--- src/rtl/sort_pkg.sv ---
// Shared types and constants for the fixed-weight sampler sorting network.
package sort_pkg;

  localparam int unsigned KEY_WIDTH = 32;
  localparam int unsigned DUP_CNT_W = 8;

  // One ordered pair as it travels between network stages. Narrower stages
  // zero-extend their keys and counts into these fields.
  typedef struct packed {
    logic [KEY_WIDTH-1:0] lo;
    logic [KEY_WIDTH-1:0] hi;
    logic                 swapped;
    logic                 dup;
    logic                 last;
    logic [DUP_CNT_W-1:0] cnt;
  } pair_t;

endpackage

--- src/rtl/compare.sv ---
// Combinational unsigned comparator. Each key is split into two halves so
// that the two narrower compares can run in parallel.
module compare #(
  parameter int unsigned WIDTH = 32
) (
  input  logic [WIDTH-1:0] l,
  input  logic [WIDTH-1:0] r,
  output logic             l_smaller,
  output logic             equal
);

  localparam int unsigned HALF = WIDTH / 2;

  logic hi_lt;
  logic hi_eq;
  logic lo_lt;
  logic lo_eq;

  // Upper half decides unless it ties; then the lower half decides.
  always_comb begin
    hi_lt     = l[WIDTH-1:HALF] < r[WIDTH-1:HALF];
    hi_eq     = l[WIDTH-1:HALF] == r[WIDTH-1:HALF];
    lo_lt     = l[HALF-1:0] < r[HALF-1:0];
    lo_eq     = l[HALF-1:0] == r[HALF-1:0];
    l_smaller = hi_lt | (hi_eq & lo_lt);
    equal     = hi_eq & lo_eq;
  end

endmodule

--- src/rtl/compare_swap_stage.sv ---
// Pipelined compare-and-swap element with a 2-entry skid buffer and
// per-frame duplicate-key counting. WIDTH must not exceed KEY_WIDTH and
// CNT_W must not exceed DUP_CNT_W, since pairs are stored as pair_t.
module compare_swap_stage
  import sort_pkg::*;
#(
  parameter int unsigned WIDTH     = KEY_WIDTH,
  parameter bit          ASCENDING = 1'b1,
  parameter int unsigned CNT_W     = DUP_CNT_W
) (
  input  logic             clk,
  input  logic             rst_n,
  input  logic             in_valid,
  output logic             in_ready,
  input  logic [WIDTH-1:0] in_a,
  input  logic [WIDTH-1:0] in_b,
  input  logic             in_last,
  output logic             out_valid,
  input  logic             out_ready,
  output logic [WIDTH-1:0] out_lo,
  output logic [WIDTH-1:0] out_hi,
  output logic             out_swapped,
  output logic             out_dup,
  output logic             out_last,
  output logic [CNT_W-1:0] frame_dup_cnt
);

  logic [WIDTH-1:0] cmp_l;
  logic [WIDTH-1:0] cmp_r;
  logic             swap;
  logic             keys_eq;

  logic [CNT_W-1:0] acc_q;
  logic [CNT_W-1:0] acc_next;
  pair_t            new_pair;

  pair_t m_q;
  pair_t s_q;
  logic  m_valid_q;
  logic  s_valid_q;
  logic  in_ready_q;

  logic in_fire;
  logic m_free;
  logic m_load_s;
  logic m_load_in;
  logic s_load_in;
  logic m_valid_nxt;
  logic s_valid_nxt;

  // Operand order selects which key must be smaller to trigger a swap.
  always_comb begin
    cmp_l = ASCENDING ? in_b : in_a;
    cmp_r = ASCENDING ? in_a : in_b;
  end

  compare #(.WIDTH(WIDTH)) u_compare (
    .l         (cmp_l),
    .r         (cmp_r),
    .l_smaller (swap),
    .equal     (keys_eq)
  );

  // Build the ordered pair and its saturating frame duplicate count.
  always_comb begin
    acc_next = (keys_eq && (acc_q != '1)) ? acc_q + CNT_W'(1) : acc_q;
    new_pair         = '0;
    new_pair.lo      = KEY_WIDTH'(swap ? in_b : in_a);
    new_pair.hi      = KEY_WIDTH'(swap ? in_a : in_b);
    new_pair.swapped = swap;
    new_pair.dup     = keys_eq;
    new_pair.last    = in_last;
    new_pair.cnt     = DUP_CNT_W'(acc_next);
  end

  // Skid routing: M refills from S first so ordering stays FIFO; a new pair
  // only lands in S when M is occupied and not draining this cycle.
  always_comb begin
    in_fire     = in_valid && in_ready_q;
    m_free      = !m_valid_q || out_ready;
    m_load_s    = m_free && s_valid_q;
    m_load_in   = m_free && !s_valid_q && in_fire;
    s_load_in   = in_fire && !m_load_in;
    m_valid_nxt = m_free ? (s_valid_q || in_fire) : 1'b1;
    if (s_load_in) begin
      s_valid_nxt = 1'b1;
    end else if (m_load_s) begin
      s_valid_nxt = 1'b0;
    end else begin
      s_valid_nxt = s_valid_q;
    end
  end

  // Occupancy flags and the registered ready, which mirrors an empty S.
  always_ff @(posedge clk or negedge rst_n) begin
    if (!rst_n) begin
      m_valid_q  <= 1'b0;
      s_valid_q  <= 1'b0;
      in_ready_q <= 1'b0;
    end else begin
      m_valid_q  <= m_valid_nxt;
      s_valid_q  <= s_valid_nxt;
      in_ready_q <= !s_valid_nxt;
    end
  end

  // Pair storage and accumulator load only on actual transfers.
  always_ff @(posedge clk or negedge rst_n) begin
    if (!rst_n) begin
      m_q   <= '0;
      s_q   <= '0;
      acc_q <= '0;
    end else begin
      if (m_load_s) begin
        m_q <= s_q;
      end else if (m_load_in) begin
        m_q <= new_pair;
      end
      if (s_load_in) begin
        s_q <= new_pair;
      end
      if (in_fire) begin
        acc_q <= in_last ? '0 : acc_next;
      end
    end
  end

  assign in_ready      = in_ready_q;
  assign out_valid     = m_valid_q;
  assign out_lo        = m_q.lo[WIDTH-1:0];
  assign out_hi        = m_q.hi[WIDTH-1:0];
  assign out_swapped   = m_q.swapped;
  assign out_dup       = m_q.dup;
  assign out_last      = m_q.last;
  assign frame_dup_cnt = m_q.cnt[CNT_W-1:0];

endmodule
--- config.mk ---
export PLATFORM = sky130hd
export DESIGN_NAME = compare_swap_stage
export DESIGN_NICKNAME = d
export VERILOG_FILES = /design/src/rtl/sort_pkg.sv /design/src/rtl/compare.sv /design/src/rtl/compare_swap_stage.sv
export SDC_FILE = /design/constraint.sdc
export NUM_CORES = 1
export LEC_CHECK = 0
export ABC_AREA = 1
export CAP_MARGIN = 40
export CORE_ASPECT_RATIO = 1.2
export CORE_MARGIN = 8
export CORE_UTILIZATION = 29
export DETAILED_ROUTE_END_ITERATION = 8
export PLACE_DENSITY = 0.51
export SYNTH_ARGS = -nofsm -noshare
export SYNTH_HDL_FRONTEND = slang
export SYNTH_SLANG_ARGS = --single-unit
--- constraint.sdc ---
create_clock -name clk -period 3.9 [get_ports clk]
set_clock_uncertainty 0.2 [all_clocks]
set_input_delay 0.975 -clock clk [delete_from_list [all_inputs] [get_ports clk]]
set_output_delay 0.975 -clock clk [all_outputs]
set_load 0.05 [all_outputs]
Yosys cells after proc, flatten, opt, wreduce, memory -nomap -nowiden
Cells that the tools add are included.
- register bits: 161
- output and inout bits: 77
- logic and storage cells: 47
- add/subtract/negate cells: 1
- order comparisons: 2
- equal/unequal tests: 3
- muxes and demuxes: 9
- bitwise operators: 3
- reduce and logical (&&, ||, !) cells: 13
- operator list (operator ; count):
    75-bit 2-to-1 mux ; 2
    32-bit 2-to-1 mux ; 2
    16-bit equality test ; 2
    16-bit less-than comparator ; 2
    8-bit 2-to-1 mux ; 2
    8-bit by 1-bit adder with 8-bit output, second input constant ; 1
    8-bit != test, second input constant ; 1
    1-bit logical AND ; 6
    1-bit logical NOT ; 4
    1-bit 2-to-1 mux ; 3
    1-bit bitwise AND ; 2
    1-bit logical OR ; 2
    2-bit nonzero test ; 1
    1-bit OR ; 1

Longest topological paths before layout
Gate-level depths: netlist (run 1).
- word-level depth: 8
- depth in mapped cells: 18
- depth with buffers taken out: 16

Hierarchy
Synthesis (run 1) repeated with hierarchy kept, for this count alone.
- cell total of the unflattened synthesis: 1090
- area, all modules: 8403.1 sq um
- by module, submodules not included (module ; instances ; cells an instance ; area each (sq um)):
    compare_swap_stage ; 1 ; 943 ; 7500.9
    compare ; 1 ; 147 ; 902.1

Worst setup path after synthesis (run 1)
Ideal clock, no wire load.
- kind: input to register
- start: in in_a[29]
- end: reg m_q, in the netlist out_hi[25]
- setup time: 0.118 ns
- data arrival time: 2.441 ns
- required time: 3.582 ns
- setup slack: 1.141 ns
- cell stages on the path: 15
- buffers on the path: 2
- cells stage by stage: inv_1 ha_1 nand2_1 nor2_2 nand2_1 nor2_2 nand2_1 nor2_2 nand2_2 buf_4 buf_2 nand3_1 nand3_1 nand2_1 nand2_1
- cells in the longest elaborated chain, start to end: 6
- elaborated cells on any way between the ends: 7
- those cells by class: order compare (1); eq/ne (1); mux (3); bitwise (2)
- ends and longest elaborated chain (element ; line ; RTL):
    start: declaration ; compare_swap_stage.sv:15 ; input logic [WIDTH-1:0] in_a,
    parallel branches: the longest is 2 deep, another holds 16-bit less-than comparator ; - ;
    1-bit OR * ; compare.sv:25 ; l_smaller = hi_lt | (hi_eq & lo_lt);
    32-bit 2-to-1 mux * ; compare_swap_stage.sv:69 ; new_pair.hi = KEY_WIDTH'(swap ? in_a : in_b);
    75-bit 2-to-1 mux * ; compare_swap_stage.sv:116 ; end else if (m_load_in) begin
    75-bit 2-to-1 mux * ; compare_swap_stage.sv:114 ; if (m_load_s) begin
    end signal: assignment ; compare_swap_stage.sv:115 ; m_q <= s_q;
    end signal: assignment ; compare_swap_stage.sv:117 ; m_q <= new_pair;
    end: declaration ; compare_swap_stage.sv:37 ; pair_t m_q;
Mark *: on every way between the ends. The select of a mux whose other input is x is not followed.
A chain may end at the register's enable or synchronous reset.

Worst setup path in the final report (run 1)
- start: in in_a[7]
- end: reg acc_q[3]
- cells in the longest elaborated chain, start to end: 5
- ends and longest elaborated chain (element ; line ; RTL):
    16-bit equality test ; compare.sv:24 ; lo_eq = l[HALF-1:0] == r[HALF-1:0];
    1-bit bitwise AND ; compare.sv:26 ; equal = hi_eq & lo_eq;
    1-bit logical AND ; compare_swap_stage.sv:66 ; acc_next = (keys_eq && (acc_q != '1)) ? acc_q + CNT_W'(1) : acc_q;
    8-bit 2-to-1 mux ; compare_swap_stage.sv:66 ;
    8-bit 2-to-1 mux ; compare_swap_stage.sv:123 ; acc_q <= in_last ? '0 : acc_next;
    end signal: assignment ; compare_swap_stage.sv:123 ;
    end: declaration ; compare_swap_stage.sv:33 ; logic [CNT_W-1:0] acc_q;
Every way passes these cells.

==> flow_results.org, run 1 <==
** Run status
- Run status :: finished, final reports clean

** Cells and area
- The number of antenna diodes in the final layout is 0.
- Summing all non-filler instances in the final layout gives an area of 11,680 sq um.
- Proportion of layout cells with a drive suffix above 1 :: 6.619%
- After the last flow step, the layout net total stands at 1,479.
- Growth of design area from synthesis to finish :: 29.43%

** Worst setup path
- In this run the critical register-to-register path is captured at out_lo[14]$_DFFE_PN0P_.
- Data on the critical path arrives at its endpoint at between 3000 and 4000 ps.
- The worst setup path is captured at a register.
- The worst register-to-register path has a depth of 7.
- CP Launch Type :: input pin
- Register-to-Register Setup Slack :: between 1500 and 2000 ps
- The worst register-to-register path begins at s_valid_q$_DFF_PN0_.
- Critical Setup Path Class :: input pin to register
- Critical path required time :: ~4000 ps
- In this run the worst path has a maximum fanout of 8.

** Global routing
- The first global-routing pass estimated 45.37 mm of wire.
- Global Route Usage Sum :: 15.26%
- Antenna violations before repair :: 1
- Summed over all layers, the global routing overflow is 0.
- Vias in the first global route :: 8,350
- Entering global routing, the biggest net connects 80 pins.

** Power and ir drop
- Across the VDD grid, the largest voltage drop is 0.3995 mV.
- Leakage dissipation :: 6.006 nW
- Dividing total power by cell area gives a power density of 764.1 nW/um^2.

** Synth
- Simple-gate portion of the synthesized area :: 31.95%
- Sequential elements use 44.64% of the synthesized area.
- Top post-synthesis cells by count :: 483 x nand2_1, 161 x dfrtp_1, 144 x nand3_1, 122 x inv_1, 80 x a21oi_1
- Compound-gate portion of the synthesized area :: 9.329%
- Post-Syn Area per Cell :: ~7 sq um
- After Yosys synthesis, XOR and XNOR cells account for 0.5822% of the synthesized area.
- Number of different library cells in the post-synthesis netlist :: 28
- In the synthesized netlist the async set-or-reset flop fraction comes to 100.0%.
- Largest area contributor in the synthesized netlist :: dfrtp_1
- Main synth FF type :: dfrtp_1
- The synthesized design devotes to its leading area cell type around 45% of total area.
- After Yosys synthesis, full adders, half adders and majority gates account for 4.574% of the synthesized area.
- Yosys mapped a number of flops with a built-in enable equal to 0.
- Cells after Synth :: 1,252
- Mux contribution to synthesized area :: 0%
- Counting flops and latches in the post-synthesis netlist gives 161.
- After synthesis, the largest family of logic cells by area is simple AND/OR/NAND/NOR gates.
- Top post-synthesis cells by area :: dfrtp_1 45%, nand2_1 20%, nand3_1 8.0%
- Cell area after synthesis :: 9026 sq um
- When the netlist entered floorplanning its net count stood at 1,354.
- The most common cell in the synthesized netlist is nand2_1.
- The Yosys step of the flow raised 0 warnings.

** CTS
- Clock tree synthesis selected as its root buffer the cell clkbuf_16.
- TritonCTS built the clock tree.
- CTS saw between 150 and 200 sinks.
- After clock tree synthesis, the clock-pin slew on the worst setup and hold paths is 60 ps.
- The number of gates resized after CTS was 0.
- Maximum count of clock buffers along a single path :: 2
- Clock tree synthesis inserted a total of 17 buffers.
- Post-CTS repair timing setup buffer count :: 0
- Quantity of hold-fixing buffers added after cts :: 0
- The H-tree was split into 4 levels.
- The clock reaches the later pin of the worst-skew pair after between 400 and 500 ps.

** Min path
- Worst-case hold path end point :: out_hi[26]$_DFFE_PN0P_
- The path class of the tightest hold or removal check is register to register.
- Hold-critical path depth :: 2
- Startpoint of the lowest-slack hold path :: out_hi[26]$_DFFE_PN0P_

** Drt
- DRC violation count after routing :: 0
- In the final routed layout, each cell accounts on average for 15.32 um.
- For this block, the routed nets add up to 27.36 mm of wire.
- Via density per instance :: ~4.7
- Once detail routing completed, the nets flagged for antenna violations numbered 0.
- For this block, the initial DRC count from the detailed router was between 500 and 600.
- Length of the first detailed-routing pass in iterations :: 5
- Detailed routing inserted a total of around 8,400 vias.

** STA
- Relative max-transition margin :: between 50 and 60%
- Subtracting the final worst setup slack from the clock period gives approximately 3300 ps.
- In the finished design, the share of the clock period the worst path needs comes to 85.04%.
- The hold violation count in the final report came to 0.
- Total count of max-transition violations in the final report :: 0
- Setup repair after global routing left no endpoint under its margin.
- Final setup violation count :: 0
- Setup TNS :: 0 ps
- Pin slew with the least headroom to its limit :: 670.5 ps
- Based on the critical path, the design can be clocked at up to 301.5 MHz.
- In the post-route analysis, the smallest setup slack over all paths is around 600 ps.

** Floorplan
- Std-Cell Core Area :: 30,570 sq um
- Measured along the y axis, the die boundary spans 209.3 um.
- Pin placement for this block handled between 100 and 150 I/O pins.
- Full die area :: 37,050 sq um
- Rows :: 70
- For this configuration, the core starts out at a cell density of 29.53%.
- Chip Width :: between 150 and 200 um

** Placed design
- Placement Setup Slack :: 35.95 ps
- I/O Buffers :: 145
- DP Wirelength :: 18.73 mm
- Final Wtd Congestion :: between 0.8 and 0.9
- After detailed placement, the total cell area comes to between 10,000 and 15,000 sq um.

** Run
- # Max-Cap Violations :: 0
## power by group
group / total [mW] / internal, mW / switching [mW]
clock: 1.76 / 1.03 / 0.727
sequential: 2.67 / 2.36 / 0.309
combinational: 4.50 / 1.48 / 3.02
total: 8.93 / 4.87 / 4.06
## stage by stage
step                      hold slack [ps]  std cells  total power, mW  utilization, %
after detailed placement            263.6       1754            7.259           36.24
after CTS                           281.2       1786            9.087           38.22
after global routing                298.2       1786            9.588           38.22
after global placement              250.2       1753            7.200           36.15
final                               277.4       1786            8.927           38.22
after floorplan                     236.6       1252            5.623               -
## worst max path at each step
stage / endpoint / start / depth (start not counted) / slack [ps]
global route: frame_dup_cnt[5]$_DFFE_PN0P_ / in_a[7] / 12 / 350
detailed placement: acc_q[3]$_DFFE_PN0P_ / in_a[7] / 12 / 40
global placement: frame_dup_cnt[5]$_DFFE_PN0P_ / in_a[7] / 12 / 60
floorplan: out_hi[25]$_DFFE_PN0P_ / in_a[29] / 15 / 1140
CTS: frame_dup_cnt[5]$_DFFE_PN0P_ / in_a[7] / 12 / 520
finish: acc_q[3]$_DFFE_PN0P_ / in_a[7] / 12 / 580
## critical path, cell delays in order
cell and delay [ps]:
clkdlybuf4s50_1 550, inv_1 70, ha_1 290, nand2_1 60, nor2_1 170, nand4_1 130, nor3_1 370, nand3_1 380
nand2_1 190, nand2_1 80, nand2_1 80, o21ai_0 80
## cell type report
| cell class | instances | area, sq um |
|---|---|---|
| fill | 3193 | 18880 |
| multi-input combinational | 899 | 4218 |
| sequential | 161 | 4030 |
| timing repair buffer | 175 | 1873 |
| tap | 396 | 495.5 |
| inverter | 123 | 461.7 |
| clock buffer | 20 | 446.7 |
| clock inverter | 12 | 157.7 |
## kinds of logic (layout without fill, tap and decap cells)
kind of cell | Yosys count | in the layout
flops | 161 | 161
fa+ha+maj | 33 | 33
simple gates | 695 | 695
buf+inv | 192 | 330
compound gates | 165 | 165
xor+xnor | 6 | 6
## layout by cell type, fill, tap and decap left out, types with 2 or more instances in the layout
cell             Yosys  final
nand2_1            483    482
dfrtp_1            161    160
nand3_1            144    144
clkdlybuf4s50_1      0    144
inv_1              122    122
a21oi_1             80     80
o21ai_0             43     43
o21ai_1             35     34
ha_1                33     33
nor2_1              31     31
nand2_2             21     21
clkbuf_16            0     17
buf_4                7     15
buf_12               0     14
nand4_1             10     10
xor2_1               5      5
nor2_2               3      3
a31oi_1              3      3
bufinv_16            0      3
clkinvlp_4           0      3
clkinv_4             0      2
clkinv_2             0      2
inv_6                0      2
clkbuf_1            33      2
## metal layers
layer  global-route usage, %  wire, um  share of wire (%)
met2                   25.78     13490                 49
met5                       0        13              0.048
met3                   3.628      1349                4.9
met1                   18.99     12140                 44
met4                   4.354       366                1.3
## sequential cells by signal (all words and copies together) (netlist names)
name and count:
out_hi 32, in_ready 1, s_valid_q 1, out_dup 1
frame_dup_cnt 8, out_valid 1, out_lo 32, out_swapped 1
s_q 75, acc_q 8, out_last 1
Power figures use the tool's default switching activity.
==> run 2: changes to the inputs <==
--- a/config.mk
+++ b/config.mk
@@ -8,7 +8,7 @@
 export ABC_AREA = 1
 export CAP_MARGIN = 40
 export CORE_ASPECT_RATIO = 1.2
-export CORE_MARGIN = 8
+export CORE_MARGIN = 1.5
 export CORE_UTILIZATION = 29
 export DETAILED_ROUTE_END_ITERATION = 8
 export PLACE_DENSITY = 0.51
==> flow_results.org, run 2 (synthesis gave the netlist of run 1 again) <==
** STA
- After layout, the minimum clock period comes to around 3300 ps.
- The tightest hold path in the finished design has a slack of 273.6 ps.
- The max-slew violation count came to 0.
- For the final routed database, the setup TNS stands at 0 ps.
- In the finished design, the share of the clock period the worst path needs comes to 84.26%.
- The worst pin sits at a relative slew slack of 57.57%.
- The hold violation count in the final report was 0.
- For the pin with the worst max-slew slack, the measured transition is between 600 and 700 ps.
- Setup violations remaining at the end of the flow were counted as 0.
- Static timing analysis puts the maximum clock frequency at 304.3 MHz.
- RSZ-0062 raised after global routing :: false

** CTS
- Maximum count of clock buffers along a single path :: 2
- Clock transition at the registers of the reported paths :: around 70 ps
- TritonCTS built the clock tree.
- The clock net in this run drives a total of between 150 and 200 sinks.
- Buffers inserted to repair hold after CTS numbered 0.
- Cell at the root of the clock tree :: clkbuf_16
- Once the clock tree was built, the resizer swapped 0 gates to a different size.
- Number of buffers created by CTS :: 17
- Buffers added to address setup during post-CTS repair amount to 0.
- At the later pin of the worst-skew pair, clock insertion delay measures 430 ps.
- The clock tree synthesis step divided the H-tree into 4 levels.

** Placed design
- Summing all placed instances gives a cell area of 10,930 sq um.
- Final Wtd Congestion :: between 0.7 and 0.8
- DP Wirelength :: roughly 17 mm
- I/O Buffers :: 145

** Power and ir drop
- Leakage dissipation :: a little under 6 nW
- Worst-case vdd ir drop :: about 0.42 mV
- In this run the power density over the cells is 755.4 nW/um^2.

** Cells and area
- s_q holds more flip-flops than any other register.
- Final-stage net count :: between 1,000 and 1,500
- In the layout the commonest cells are 482 x nand2_1, 160 x dfrtp_1, 144 x nand3_1, 144 x clkdlybuf4s50_1, 122 x inv_1.
- Leaving out fill and tap cells, the most frequent cell in the layout is nand2_1.
- Summing all flip-flop and latch instances after layout gives 4030 sq um.
- Area taken by multi-input logic gates :: roughly 4200 sq um
- Growth of design area from synthesis to finish :: 27.36%
- # fillers :: 3,245
- The register with the most flip-flops in the layout has 75 of them.
- Summing all non-filler instances in the final layout gives an area of 11,500 sq um.
- Proportion of layout cells with a drive suffix above 1 :: under 10%

** Worst setup path
- The slowest stage of the critical path is the clkdlybuf4s50_1 cell.
- The number of buffers and inverters on the critical path is 3.
- Of all nets on the critical path, the largest fanout is 25.
- Critical Setup Path Class :: input pin to register
- The cell that appears most often on the critical path is nand2_1.
- CP Capture Type :: register
- Data on the critical path is required at its endpoint by roughly 4100 ps.
- For the worst setup path, the data arrival time is about 3400 ps.
- On the critical path the largest part of the delay comes from simple AND/OR/NAND/NOR gates.
- The largest single stage delay on the critical path is 520 ps.
- List of cells traversed by the critical path :: clkdlybuf4s50_1 -> inv_1 -> ha_1 -> nand2_1 -> nor2_2 -> nand2_1 -> nor2_2 -> nand2_1 -> nor2_2 -> nand2_2 -> nand2_2 -> buf_4 -> nand2_1 -> nand2_1 -> nand2_1 -> o21ai_1
- CP Launch Type :: input pin

** Drt
- Total via count after detailed routing :: just over 8,000
- Count of antenna-violating nets left after detailed routing :: 0
- Length of the first detailed-routing pass in iterations :: 5
- Number of DRC markers in iteration 0 :: 495
- Dividing the detail-routed via count by the number of cells gives 4.671.
- Total Routed Length :: around 26 mm
- DRC violation count after routing :: 0
- Routed wirelength normalized by instance count :: about 15 um

** Floorplan
- Rows :: 70
- Die height :: 196.3 um
- 146 I/O pins were placed.
- Full die area :: approximately 32,000 sq um
- Chip Width :: 164.1 um
- The total area inside the core boundary comes to 30,570 sq um.
- Starting density of the core :: 29.53%

** Global routing
- The number of global-route vias before repair is 8,104.
- Global Route Usage Sum :: between 10% and 20%
- Antenna violations before repair :: 1
- Global routing finished with a remaining overflow of 0.
- Entering global routing, the biggest net connects 94 pins.
- The first global-routing pass estimated 42.88 mm of wire.

** Min path
- In this run the worst hold path is classified as register to register.

** Run
- Across the run, the number of max-cap violations was 0.

** Run status
- The run finished with clean final reports.
==> run 2: path summary, 6_finish.rpt <==
check	from	end	slack, ps	cells after the start
max reg2reg	s_valid_q$_DFF_PN0_	out_lo[5]$_DFFE_PN0P_	1680	7
min in group asynchronous	rst_n	out_lo[19]$_DFFE_PN0P_	330	1
min reg2reg	s_q[8]$_DFFE_PN0P_	s_q[8]$_DFFE_PN0P_	270	2
max in group asynchronous	rst_n	out_hi[26]$_DFFE_PN0P_	2390	2
min	s_q[8]$_DFFE_PN0P_	s_q[8]$_DFFE_PN0P_	270	2
max	in_a[31]	s_q[30]$_DFFE_PN0P_	610	16
==> run 2: per-layer routing <==
layer / vias to the layer above / GRT usage [%] / routed length, um
li1: 4214 / - / -
met1: 3910 / 22.11 / 12200
met2: 160 / 28.60 / 12640
met3: 26 / 2.833 / 1000
met4: 0 / 5.387 / 427
met5: - / 0 / 0
==> run 2: tightest hold or removal path: stages, from the launching register on <==
cell and delay, ps:
dfrtp_1 340, nand2_1 50, nand2_1 50
==> run 2: area by class of cell <==
class | instances | share of cell area [%]
Multi-Input combinational cell | 899 | 36.65
Sequential cell | 161 | 35.06
Timing Repair Buffer | 167 | 15.01
Tap cell | 396 | 4.310
Inverter | 123 | 4.016
Clock buffer | 21 | 4.005
Clock inverter | 11 | 0.9360
Antenna cell | 1 | 0.02177
==> run 2: per-stage QoR <==
stage	util, %	worst slack (ps)	std cells	power [mW]
final	37.61	613.7	1779	8.684
after global routing	37.60	354.0	1778	9.320
after CTS	37.60	570.1	1778	8.829
after detailed placement	35.74	116.0	1746	7.117
after global placement	35.65	51.83	1745	7.064
after floorplan	-	1141	1252	5.623
==> run 2: power by group <==
group | total [mW] | internal [mW] | switching, mW
clock network | 1.65 | 0.917 | 0.733
registers | 2.67 | 2.36 | 0.303
logic | 4.37 | 1.40 | 2.97
total | 8.68 | 4.68 | 4.00
